### src/rtl/app_pkg.sv
// Shared constants and types for the XGMII frame generator / checker.
package app_pkg;

    // XGMII control characters and fixed words
    localparam logic [7:0]  XGMII_IDLE    = 8'h07;
    localparam logic [7:0]  XGMII_START   = 8'hFB;
    localparam logic [7:0]  XGMII_TERM    = 8'hFD;
    localparam logic [63:0] IDLE_WORD     = {8{XGMII_IDLE}};
    localparam logic [63:0] PREAMBLE_WORD = 64'hD5555555555555FB;

    // Frame header fields, most significant byte goes first on the wire
    localparam logic [47:0] DEST_MAC  = 48'hFFFFFFFFFFFF;
    localparam logic [47:0] SRC_MAC   = 48'h001122334455;
    localparam logic [15:0] ETHERTYPE = 16'h88B5;

    // Longest frame the receiver accepts: k = 15 gives 128 data words
    localparam int MAX_DATA_WORDS = 128;

    // Bit-reverse helper, used to derive the LSB-first CRC polynomial
    function automatic logic [31:0] reflect32(input logic [31:0] v);
        logic [31:0] r;
        for (int i = 0; i < 32; i++) r[i] = v[31-i];
        return r;
    endfunction

    localparam logic [31:0] CRC_POLY      = 32'h04C11DB7;
    localparam logic [31:0] CRC_POLY_REFL = reflect32(CRC_POLY);
    localparam logic [31:0] CRC_INIT      = 32'hFFFFFFFF;

    typedef enum logic [2:0] {TX_WAIT, TX_START, TX_DATA, TX_FCS, TX_GAP} tx_state_e;
    typedef enum logic [1:0] {RX_HUNT, RX_DATA, RX_CHECK} rx_state_e;

    // Data word W(idx+1) of a frame: header in the first three words, zero payload after
    function automatic logic [63:0] tx_data_word(input logic [7:0] idx, input logic [31:0] seq);
        case (idx)
            8'd0:    return {SRC_MAC[39:32], SRC_MAC[47:40],
                             DEST_MAC[7:0], DEST_MAC[15:8], DEST_MAC[23:16],
                             DEST_MAC[31:24], DEST_MAC[39:32], DEST_MAC[47:40]};
            8'd1:    return {seq[23:16], seq[31:24], ETHERTYPE[7:0], ETHERTYPE[15:8],
                             SRC_MAC[7:0], SRC_MAC[15:8], SRC_MAC[23:16], SRC_MAC[31:24]};
            8'd2:    return {48'h0, seq[7:0], seq[15:8]};
            default: return 64'h0;
        endcase
    endfunction

endpackage

### src/rtl/crc32_d64.sv
// Combinational next-state of the reflected Ethernet CRC-32 over one 64-bit word.
// Lane 0 is consumed first, each byte LSB first.
module crc32_d64
    import app_pkg::*;
(
    input  logic [31:0] crc_in,
    input  logic [63:0] data,
    output logic [31:0] crc_out
);

    // Shift all 64 data bits through the CRC register in wire order
    always_comb begin
        crc_out = crc_in;
        // NOTE: blocking assignments here chain one bit step into the next within the
        // same evaluation; registers elsewhere use <= so every flop samples pre-edge values.
        for (int i = 0; i < 64; i++) begin
            crc_out = {1'b0, crc_out[31:1]} ^ ((crc_out[0] ^ data[i]) ? CRC_POLY_REFL : 32'h0);
        end
    end

endmodule

### src/rtl/app.sv
// XGMII test-frame transmitter plus loopback receiver/checker with LED status.
module app
    import app_pkg::*;
#(
    parameter int TX_START_DELAY = 16,
    parameter int IFG_WORDS      = 4
) (
    input  logic        xgmii_clk,
    input  logic        sys_rst,
    output logic [63:0] xgmii_txd,
    output logic [7:0]  xgmii_txc,
    input  logic [63:0] xgmii_rxd,
    input  logic [7:0]  xgmii_rxc,
    input  logic [3:0]  dipsw,
    output logic [7:0]  led
);

    // ---------------- transmitter ----------------
    tx_state_e   tx_state, tx_next;
    logic [31:0] tx_cnt;       // wait/gap length, or data word index
    logic [3:0]  tx_k;         // frame size latched at W0
    logic [31:0] tx_seq;
    logic [31:0] tx_crc, tx_crc_next;
    logic [63:0] tx_word;
    logic [7:0]  tx_last;

    assign tx_last = {1'b0, tx_k, 3'b111};   // 8(k+1) data words, zero based

    crc32_d64 u_tx_crc (.crc_in(tx_crc), .data(tx_word), .crc_out(tx_crc_next));

    // TX state register; reset drops straight back to idle output
    always_ff @(posedge xgmii_clk or negedge sys_rst) begin
        if (!sys_rst) tx_state <= TX_WAIT;
        else          tx_state <= tx_next;
    end

    // TX next state and XGMII output word
    always_comb begin
        // NOTE: every output gets a default first so no path can infer a latch.
        tx_next   = tx_state;
        xgmii_txd = IDLE_WORD;
        xgmii_txc = 8'hFF;
        tx_word   = tx_data_word(tx_cnt[7:0], tx_seq);
        case (tx_state)
            TX_WAIT:  if (tx_cnt == 32'(TX_START_DELAY - 1)) tx_next = TX_START;
            TX_START: begin
                xgmii_txd = PREAMBLE_WORD;
                xgmii_txc = 8'h01;
                tx_next   = TX_DATA;
            end
            TX_DATA: begin
                xgmii_txd = tx_word;
                xgmii_txc = 8'h00;
                if (tx_cnt[7:0] == tx_last) tx_next = TX_FCS;
            end
            TX_FCS: begin
                xgmii_txd = {{3{XGMII_IDLE}}, XGMII_TERM, ~tx_crc};
                xgmii_txc = 8'hF0;
                tx_next   = (IFG_WORDS == 0) ? TX_START : TX_GAP;
            end
            TX_GAP:   if (tx_cnt == 32'(IFG_WORDS - 1)) tx_next = TX_START;
            default:  tx_next = TX_WAIT;
        endcase
    end

    // TX datapath: per-state counter, frame size, running CRC and sequence number
    always_ff @(posedge xgmii_clk or negedge sys_rst) begin
        if (!sys_rst) begin
            tx_cnt <= '0;
            tx_k   <= '0;
            tx_seq <= '0;
            tx_crc <= CRC_INIT;
        end else begin
            tx_cnt <= (tx_next != tx_state) ? 32'd0 : tx_cnt + 32'd1;
            case (tx_state)
                TX_START: begin
                    tx_k   <= dipsw;
                    tx_crc <= CRC_INIT;
                end
                TX_DATA:  tx_crc <= tx_crc_next;
                TX_FCS:   tx_seq <= tx_seq + 32'd1;
                default:  ;
            endcase
        end
    end

    // ---------------- receiver ----------------
    rx_state_e   rx_state, rx_next;
    logic [7:0]  rx_idx;       // data words received in the current frame
    logic [31:0] rx_crc, rx_crc_next;
    logic [31:0] rx_seq, rx_exp, rx_fcs, good_cnt;
    logic [15:0] rx_type;
    logic        rx_exp_valid, err_flag;
    logic        rx_start, rx_term, rx_abort, frame_ok;

    assign rx_start = (xgmii_rxc == 8'h01) && (xgmii_rxd[7:0] == XGMII_START);
    assign rx_term  = (xgmii_rxc == 8'hF0) && (xgmii_rxd[39:32] == XGMII_TERM);
    assign frame_ok = (rx_idx >= 8'd3) && (rx_type == ETHERTYPE) && (rx_fcs == ~rx_crc)
                   && (!rx_exp_valid || rx_seq == rx_exp);

    crc32_d64 u_rx_crc (.crc_in(rx_crc), .data(xgmii_rxd), .crc_out(rx_crc_next));

    // RX state register; reset returns the receiver to hunt
    always_ff @(posedge xgmii_clk or negedge sys_rst) begin
        if (!sys_rst) rx_state <= RX_HUNT;
        else          rx_state <= rx_next;
    end

    // RX next state; any control word other than a terminate aborts the frame
    always_comb begin
        rx_next  = rx_state;
        rx_abort = 1'b0;
        case (rx_state)
            RX_HUNT:  if (rx_start) rx_next = RX_DATA;
            RX_DATA: begin
                if (rx_term) begin
                    rx_next = RX_CHECK;
                end else if (xgmii_rxc != 8'h00 || rx_idx == 8'(MAX_DATA_WORDS)) begin
                    rx_next  = RX_HUNT;
                    rx_abort = 1'b1;
                end
            end
            RX_CHECK: rx_next = rx_start ? RX_DATA : RX_HUNT;
            default:  rx_next = RX_HUNT;
        endcase
    end

    // RX datapath: header capture, CRC, verdict, counters and registered LEDs
    always_ff @(posedge xgmii_clk or negedge sys_rst) begin
        if (!sys_rst) begin
            rx_idx       <= '0;
            rx_crc       <= CRC_INIT;
            rx_seq       <= '0;
            rx_type      <= '0;
            rx_fcs       <= '0;
            rx_exp       <= '0;
            rx_exp_valid <= 1'b0;
            good_cnt     <= '0;
            err_flag     <= 1'b0;
            led          <= '0;
        end else begin
            led <= {err_flag, good_cnt[6:0]};
            if (rx_state != RX_DATA && rx_start) begin
                rx_idx <= '0;
                rx_crc <= CRC_INIT;
            end
            if (rx_state == RX_DATA && rx_next == RX_DATA) begin
                rx_crc <= rx_crc_next;
                rx_idx <= rx_idx + 8'd1;
                if (rx_idx == 8'd1) begin
                    rx_type        <= {xgmii_rxd[39:32], xgmii_rxd[47:40]};
                    rx_seq[31:16]  <= {xgmii_rxd[55:48], xgmii_rxd[63:56]};
                end
                if (rx_idx == 8'd2) rx_seq[15:0] <= {xgmii_rxd[7:0], xgmii_rxd[15:8]};
            end
            if (rx_state == RX_DATA && rx_term) rx_fcs <= xgmii_rxd[31:0];
            if (rx_abort) err_flag <= 1'b1;
            if (rx_state == RX_CHECK) begin
                if (frame_ok) good_cnt <= good_cnt + 32'd1;
                else          err_flag <= 1'b1;
                rx_exp       <= rx_seq + 32'd1;
                rx_exp_valid <= 1'b1;
            end
        end
    end

endmodule

### config.mk
export PLATFORM = sky130hd
export DESIGN_NAME = app
export DESIGN_NICKNAME = d
export VERILOG_FILES = /design/src/rtl/app_pkg.sv /design/src/rtl/crc32_d64.sv /design/src/rtl/app.sv
export SDC_FILE = /design/constraint.sdc
export NUM_CORES = 1
export LEC_CHECK = 0
export BUFFER_PORTS_ARGS = -buffer_cell sky130_fd_sc_hd__buf_2
export CAP_MARGIN = 20
export CORE_MARGIN = 4
export CORE_UTILIZATION = 69
export DETAILED_ROUTE_END_ITERATION = 10
export HOLD_SLACK_MARGIN = 0.12
export PLACE_DENSITY = 0.89
export REMOVE_ABC_BUFFERS = 1
export SYNTH_ARGS = -nofsm -noshare
export SYNTH_HDL_FRONTEND = slang
export SYNTH_HIERARCHICAL = 1
export SYNTH_SLANG_ARGS = --single-unit
### constraint.sdc
create_clock -name xgmii_clk -period 21.6 [get_ports xgmii_clk]
set_clock_uncertainty 0.05 [all_clocks]
set_input_delay 4.32 -clock xgmii_clk [delete_from_list [all_inputs] [get_ports xgmii_clk]]
set_output_delay 4.32 -clock xgmii_clk [all_outputs]
set_load 0.02 [all_outputs]
After elaboration in Yosys (flattened, before gate mapping)
Cells that the tools add are included.
Operators by class
  $add $sub $neg: 5
  magnitude comparators: 1
  eq/ne operators: 24
  mux-type cells: 152
  bitwise gates (word level): 258
  reductions and logical operators: 20
Operators by type and width (count)
  32-bit 2-to-1 mux: 131
  31-bit by 32-bit bitwise XOR with 32-bit output: 128
  64-bit one-hot mux with 3 select lines: 2
  32-bit by 1-bit adder with 32-bit output, second input constant: 4
  1-bit bitwise XOR: 128
  32-bit == test: 2
  32-bit NOT: 2
  32-bit one-hot mux with 2 select lines: 1
  32-bit by 2-bit == test with 1-bit output, second input constant: 1
  32-bit by 4-bit == test with 1-bit output, second input constant: 1
  8-bit == test, second input constant: 4
  8-bit by 1-bit == test with 1-bit output, second input constant: 3
  8-bit one-hot mux with 3 select lines: 1
  16-bit == test, second input constant: 1
  8-bit by 2-bit == test with 1-bit output, second input constant: 2
  8-bit 2-to-1 mux: 2
  3-bit one-hot mux with 5 select lines: 1
  3-bit 2-to-1 mux: 3
  8-bit by 1-bit adder with 8-bit output, second input constant: 1
  8-bit by 7-bit == test with 1-bit output: 1
  8-bit by 2-bit >= comparator with 1-bit output, second input constant: 1
  1-bit logical AND: 8
  8-bit logical NOT: 1
  8-bit nonzero test: 1
  16 further kinds: 30
Word-level totals
  register bits: 299
  input bits: 78
  output and inout bits: 80
  logic and storage cells: 477

Depth between registers and ports, before layout
  depth in word-level cells: 195
  mapped depth: 22
  mapped depth without buffers: 19

Hierarchy
Netlist, hierarchy kept.
By module, submodules not included
  crc32_d64: instances 2, cells an instance 516, area each 7474.7 µm², seq. area each 0.0 µm²
  app: instances 1, cells an instance 1208, area each 13282.7 µm², seq. area each 6936.7 µm²

Worst setup path before layout
No wires, ideal clock.
  path kind: input port to flip-flop
  from: input xgmii_rxd[3]
  to: register rx_crc[19]
  library setup time: 0.080 ns
  arrival: 10.073 ns
  data required time: 21.470 ns
  path slack: 11.397 ns
  stages on the path: 14
  path buffers: 0
  path through: xnor2_4 xor3_2 xnor2_4 xnor3_2 xor3_2 xnor2_4 xnor3_2 xor2_2 xnor3_2 xor3_2 xnor3_4 xor3_2 xor3_1 o22a_1
On the way
  cells in the longest elaborated chain, start to end: 84
  elaborated cells on any way between the ends: 167
  those cells by class: 2 x eq/ne; 52 x mux; 109 x bitwise; 4 x reduce/logical
Ends and longest elaborated chain
  from (decl): line app.sv:12  | input logic [63:0] xgmii_rxd,
  1-bit bitwise XOR *: line crc32_d64.sv:17  | crc_out = {1'b0, crc_out[31:1]} ^ ((crc_out[0] ^ data[i]) ? CRC_POLY_REFL : 32'h0);
  32-bit 2-to-1 mux *: line crc32_d64.sv:17
  31-bit by 32-bit bitwise XOR with 32-bit output * (6 in series): line crc32_d64.sv:17
  1-bit bitwise XOR: line crc32_d64.sv:17
  32-bit 2-to-1 mux: line crc32_d64.sv:17
  31-bit by 32-bit bitwise XOR with 32-bit output * (6 in series): line crc32_d64.sv:17
  1-bit bitwise XOR: line crc32_d64.sv:17
  32-bit 2-to-1 mux: line crc32_d64.sv:17
  [... 54 more ...]
  1-bit bitwise XOR: line crc32_d64.sv:17
  32-bit 2-to-1 mux: line crc32_d64.sv:17
  31-bit by 32-bit bitwise XOR with 32-bit output * (6 in series): line crc32_d64.sv:17
  1-bit bitwise XOR: line crc32_d64.sv:17
  32-bit 2-to-1 mux: line crc32_d64.sv:17
  31-bit by 32-bit bitwise XOR with 32-bit output *: line crc32_d64.sv:17
  named net rx_crc_next[19]: line app.sv:90  | logic [31:0] rx_crc, rx_crc_next;
  32-bit 2-to-1 mux *: line app.sv:147  | if (rx_state == RX_DATA && rx_next == RX_DATA) begin
  to (signal assigned): line app.sv:148  | rx_crc <= rx_crc_next;
  to (decl): line app.sv:90
Mark *: on every way through the listed nets, which the timed path passes. The rest lies on a longest branch.
A chain may end at the register's enable or synchronous reset.

Final worst setup path
  from: input xgmii_rxd[7]
  to: register rx_crc[19]
On the way
  cells in the longest elaborated chain, start to end: 78
  elaborated cells on any way between the ends: 155
  those cells by class: 2 x eq/ne; 48 x mux; 101 x bitwise; 4 x reduce/logical
Ends and longest elaborated chain (line)
  1-bit bitwise XOR *: crc32_d64.sv:17
  32-bit 2-to-1 mux *: crc32_d64.sv:17
  31-bit by 32-bit bitwise XOR with 32-bit output * (6 in series): crc32_d64.sv:17
  1-bit bitwise XOR: crc32_d64.sv:17
  32-bit 2-to-1 mux: crc32_d64.sv:17
  31-bit by 32-bit bitwise XOR with 32-bit output * (6 in series): crc32_d64.sv:17
  1-bit bitwise XOR: crc32_d64.sv:17
  32-bit 2-to-1 mux: crc32_d64.sv:17
  [... 46 more ...]
  1-bit bitwise XOR: crc32_d64.sv:17
  32-bit 2-to-1 mux: crc32_d64.sv:17
  31-bit by 32-bit bitwise XOR with 32-bit output * (6 in series): crc32_d64.sv:17
  1-bit bitwise XOR: crc32_d64.sv:17
  32-bit 2-to-1 mux: crc32_d64.sv:17
  31-bit by 32-bit bitwise XOR with 32-bit output * (3 in series): crc32_d64.sv:17
  named net rx_crc_next[19]: app.sv:90
  32-bit 2-to-1 mux *: app.sv:147
Marks and branches as above.

==> metrics.md <==
| Metric | Value |
|---|---|
| Share of the synthesized area in the top cell type | `18.61%` |
| Total via count in the routed design | `18420` |
| Ordered list of cells on the worst path | `buf_2 -> xnor2_2 -> xnor2_1 -> xnor3_1 -> xnor2_2 -> xnor3_2 -> xnor3_2 -> xor2_1 -> xnor3_1 -> xnor3_2 -> xor3_2 -> xnor3_4 -> xor3_2 -> xor3_1 -> o22a_1` |
| Number of fill cells in the layout | `2475` |
| Gpl congestion | `0.9829` |
| RSZ-0062 raised after global routing | `no` |
| Number of rows created at floorplan | `73` |
| Number of synthesis warnings | `6` |
| Total gr overflow | `0` |
| Post-Synthesis Mean Instance Area | `12.60 µm²` |
| Total of max-cap violations | `0` |
| Most frequent cells in the layout | `xnor2_1 (520), xor2_1 (243), xnor3_1 (222)` |
| Average wire per cell in the routed design | `26.44 µm` |
| Delay of the slowest cell on the worst path | `0.68 ns` |
| CTS tree | `done` |
| Number of port buffers | `157` |
| Layout-stage area growth over the synthesis result | `7.986%` |
| First DRT Iteration DRCs | `2303` |
| Worst-case clock buffer depth | `3` |
| Number of antenna violations at the first check in global routing | `1` |
| Router iterations before antenna repair | `8` |
| Run status | `finished, final reports clean` |
| Most used flip-flop cell after synthesis | `dfrtp_1` |
| Total count of max-transition violations in the final report | `0` |
| Core box area | `40100 µm²` |
| Sinks on the clock net | `274` |
| Post-DP HPWL | `61500 µm` |
| Worst Setup End Kind | `register` |
| Part of the cycle the worst path needs | `48.32%` |
| Initial Utilization | `70.41%` |
| Most common cell after layout, fill and taps aside | `xnor2_1` |
| Class of the tightest hold or removal check | `register to register` |
| Count of cell types in the netlist | `80` |
| Inst Count DP | `2867` |
| Number of cells produced by synthesis | `2240` |
| Worst path arrival time | `10.88 ns` |
| Master of the slowest instance on the critical path | `xnor3_1` |
| Overall routing resource usage | `34.47%` |
| Post-CTS Setup Repair Bufs | `0` |
| Pin count of the biggest net entering global routing | `131` |
| Chip Width | `210.3 µm` |
| I/O Pins | `158` |
| CTS H-Tree Depth | `1` |
| Global-route wire length before repair | `115900 µm` |
| Number of design rule violations left after detail routing | `0` |
| Library cell with the largest summed area after synthesis | `dfrtp_1` |
| Number of standard cells in the layout, taps in and fillers out | `2924` |
| CP Class | `input pin to register` |
| Hold Violations, Final | `0` |
| Critical path fanouts, max | `8` |
| Part of the Yosys area used for sequential elements | `24.57%` |
| Number of buffers created by CTS | `31` |
| Share of final-layout standard cells stronger than drive strength 1 | `23.52%` |
| Final net count | `2464` |
| Vias in the first global route | `18490` |
| Slew at the pin with the worst max-slew slack | `1.170 ns` |
| Startpoint kind of the worst setup timing path | `input pin` |
| Clk Latency, worst-skew pair | `0.57 ns` |
| Upper clock frequency limit | `95.81 MHz` |
| Hold-fix buffers at CTS | `0` |
| Cells resized by post-CTS repair | `0` |
| Wire length reported by the detailed router | `77320 µm` |
| Slew margin rel. | `21.49%` |
| Vias per Instance | `6.299` |
| Die footprint | `44220 µm²` |
| Share of flip-flops with an asynchronous set or reset | `100.0%` |
| Worst hold slack | `0.3420 ns` |
| Clock tree root driver cell | `clkbuf_16` |
| Worst EP required | `22.05 ns` |
| Most used cell, CP | `xnor3_2` |
| Floorplan die height | `210.3 µm` |
| Antenna Violating Nets Remaining | `0` |
| Yosys reg bits | `274` |
| Setup violation total in the final timing report | `0` |
| TNS Setup | `0 ns` |
| Area contributors post-synth | `dfrtp_1 (19%), xnor3_1 (18%), xnor2_1 (16%)` |
| Mapped cell area | `28230 µm²` |
| Reg clk slew, reported paths | `0.06 ns` |
| Number of enable-type register cells in the synthesized netlist | `0` |
| Tmin final | `10.44 ns` |
metrics by stage:
step / area [µm²] / util, % / setup slack (ns)
6_report: 30490 / 76.03 / 11.16
5_1_grt: 30480 / 76.03 / 11.02
4_1_cts: 30480 / 76.03 / 11.28
3_5_place_dp: 29450 / 73.46 / 10.68
3_3_place_gp: 29430 / 73.39 / 10.77
2_1_floorplan: 27890 / - / 11.40
layer usage:
layer  up-vias  global-route usage [%]  routed length (µm)
li1       7945                       -                   -
met3       125                   7.992                8500
met4         0                   7.426                1889
met2      1042                   52.06               34430
met5         -                       0                   0
met1      9306                   51.95               32500
synthesized netlist by cell type (all sizes together) (2+ instances only):
cell,n
a211oi,3
a21o,19
a21oi,13
a22oi,7
a311oi,2
and2,2
and3,35
and3b,2
and4,5
buf,34
clkbuf,33
clkinv,2
dfrtp,210
dfstp,64
ha,11
inv,34
mux2,85
nand2,114
nand2b,8
nand3,43
nand4,37
nor2,81
nor2b,4
nor3,16
nor4,25
nor4b,3
o21a,2
o21ai,59
o22a,64
or2,3
or3,5
or4,3
xnor2,592
xnor3,294
xor2,261
xor3,48
logic make-up after synthesis:
group,share of synthesized area [%]
DFF,24.57
muxes,3.426
and+or+nand+nor,7.135
buffers and inverters,1.693
xor gates and xnor gates,58.09
AOI/OAI and AO/OA,4.600
adders and majority gates,0.4875
worst max-delay path, delay by kind of cell:
kind / cells / cell delay (ns)
AO/OA/AOI/OAI: 1 / 0.21
XOR/XNOR: 13 / 6.19
buffers and inverters: 1 / 0.13
worst paths after layout:
kind | startpoint | to | slack, ns | cells after the start
max | xgmii_rxd[7] | rx_crc[19] | 11.16 | 15
min | good_cnt[6] | led[6] | 0.34 | 0
max reg2reg | tx_cnt[4] | tx_crc[16] | 11.84 | 21
min reg2reg | good_cnt[6] | led[6] | 0.34 | 0
max in group asynchronous | sys_rst | tx_state[1] | 16.12 | 2
min in group asynchronous | sys_rst | rx_exp[29] | 3.79 | 1
cell type report:
| cell class | instances | area (µm²) | area share [%] |
|---|---|---|---|
| repair buffers | 169 | 905.9 | 2.971 |
| flip-flops and latches | 274 | 6937 | 22.75 |
| clock inverters | 13 | 148.9 | 0.4884 |
| inverters | 36 | 135.1 | 0.4432 |
| multi-input cells | 1863 | 20820 | 68.29 |
| diodes | 1 | 2.502 | 0.008208 |
| well taps | 525 | 656.9 | 2.155 |
| clock buffers | 43 | 880.8 | 2.889 |
flip-flops by register name (all words and copies together) (netlist names):
name / cells
tx_crc: 32
led: 8
rx_exp_valid: 1
rx_crc: 32
rx_seq: 32
tx_seq: 32
tx_state: 3
rx_fcs: 32
rx_exp: 32
tx_k: 4
err_flag: 1
rx_idx: 8
rx_type: 16
tx_cnt: 32
rx_state: 2
good_cnt: 7
Power is left out: the tool's default activity adds up to more than one toggle a clock period on the data nets, which glitch-free logic cannot reach.
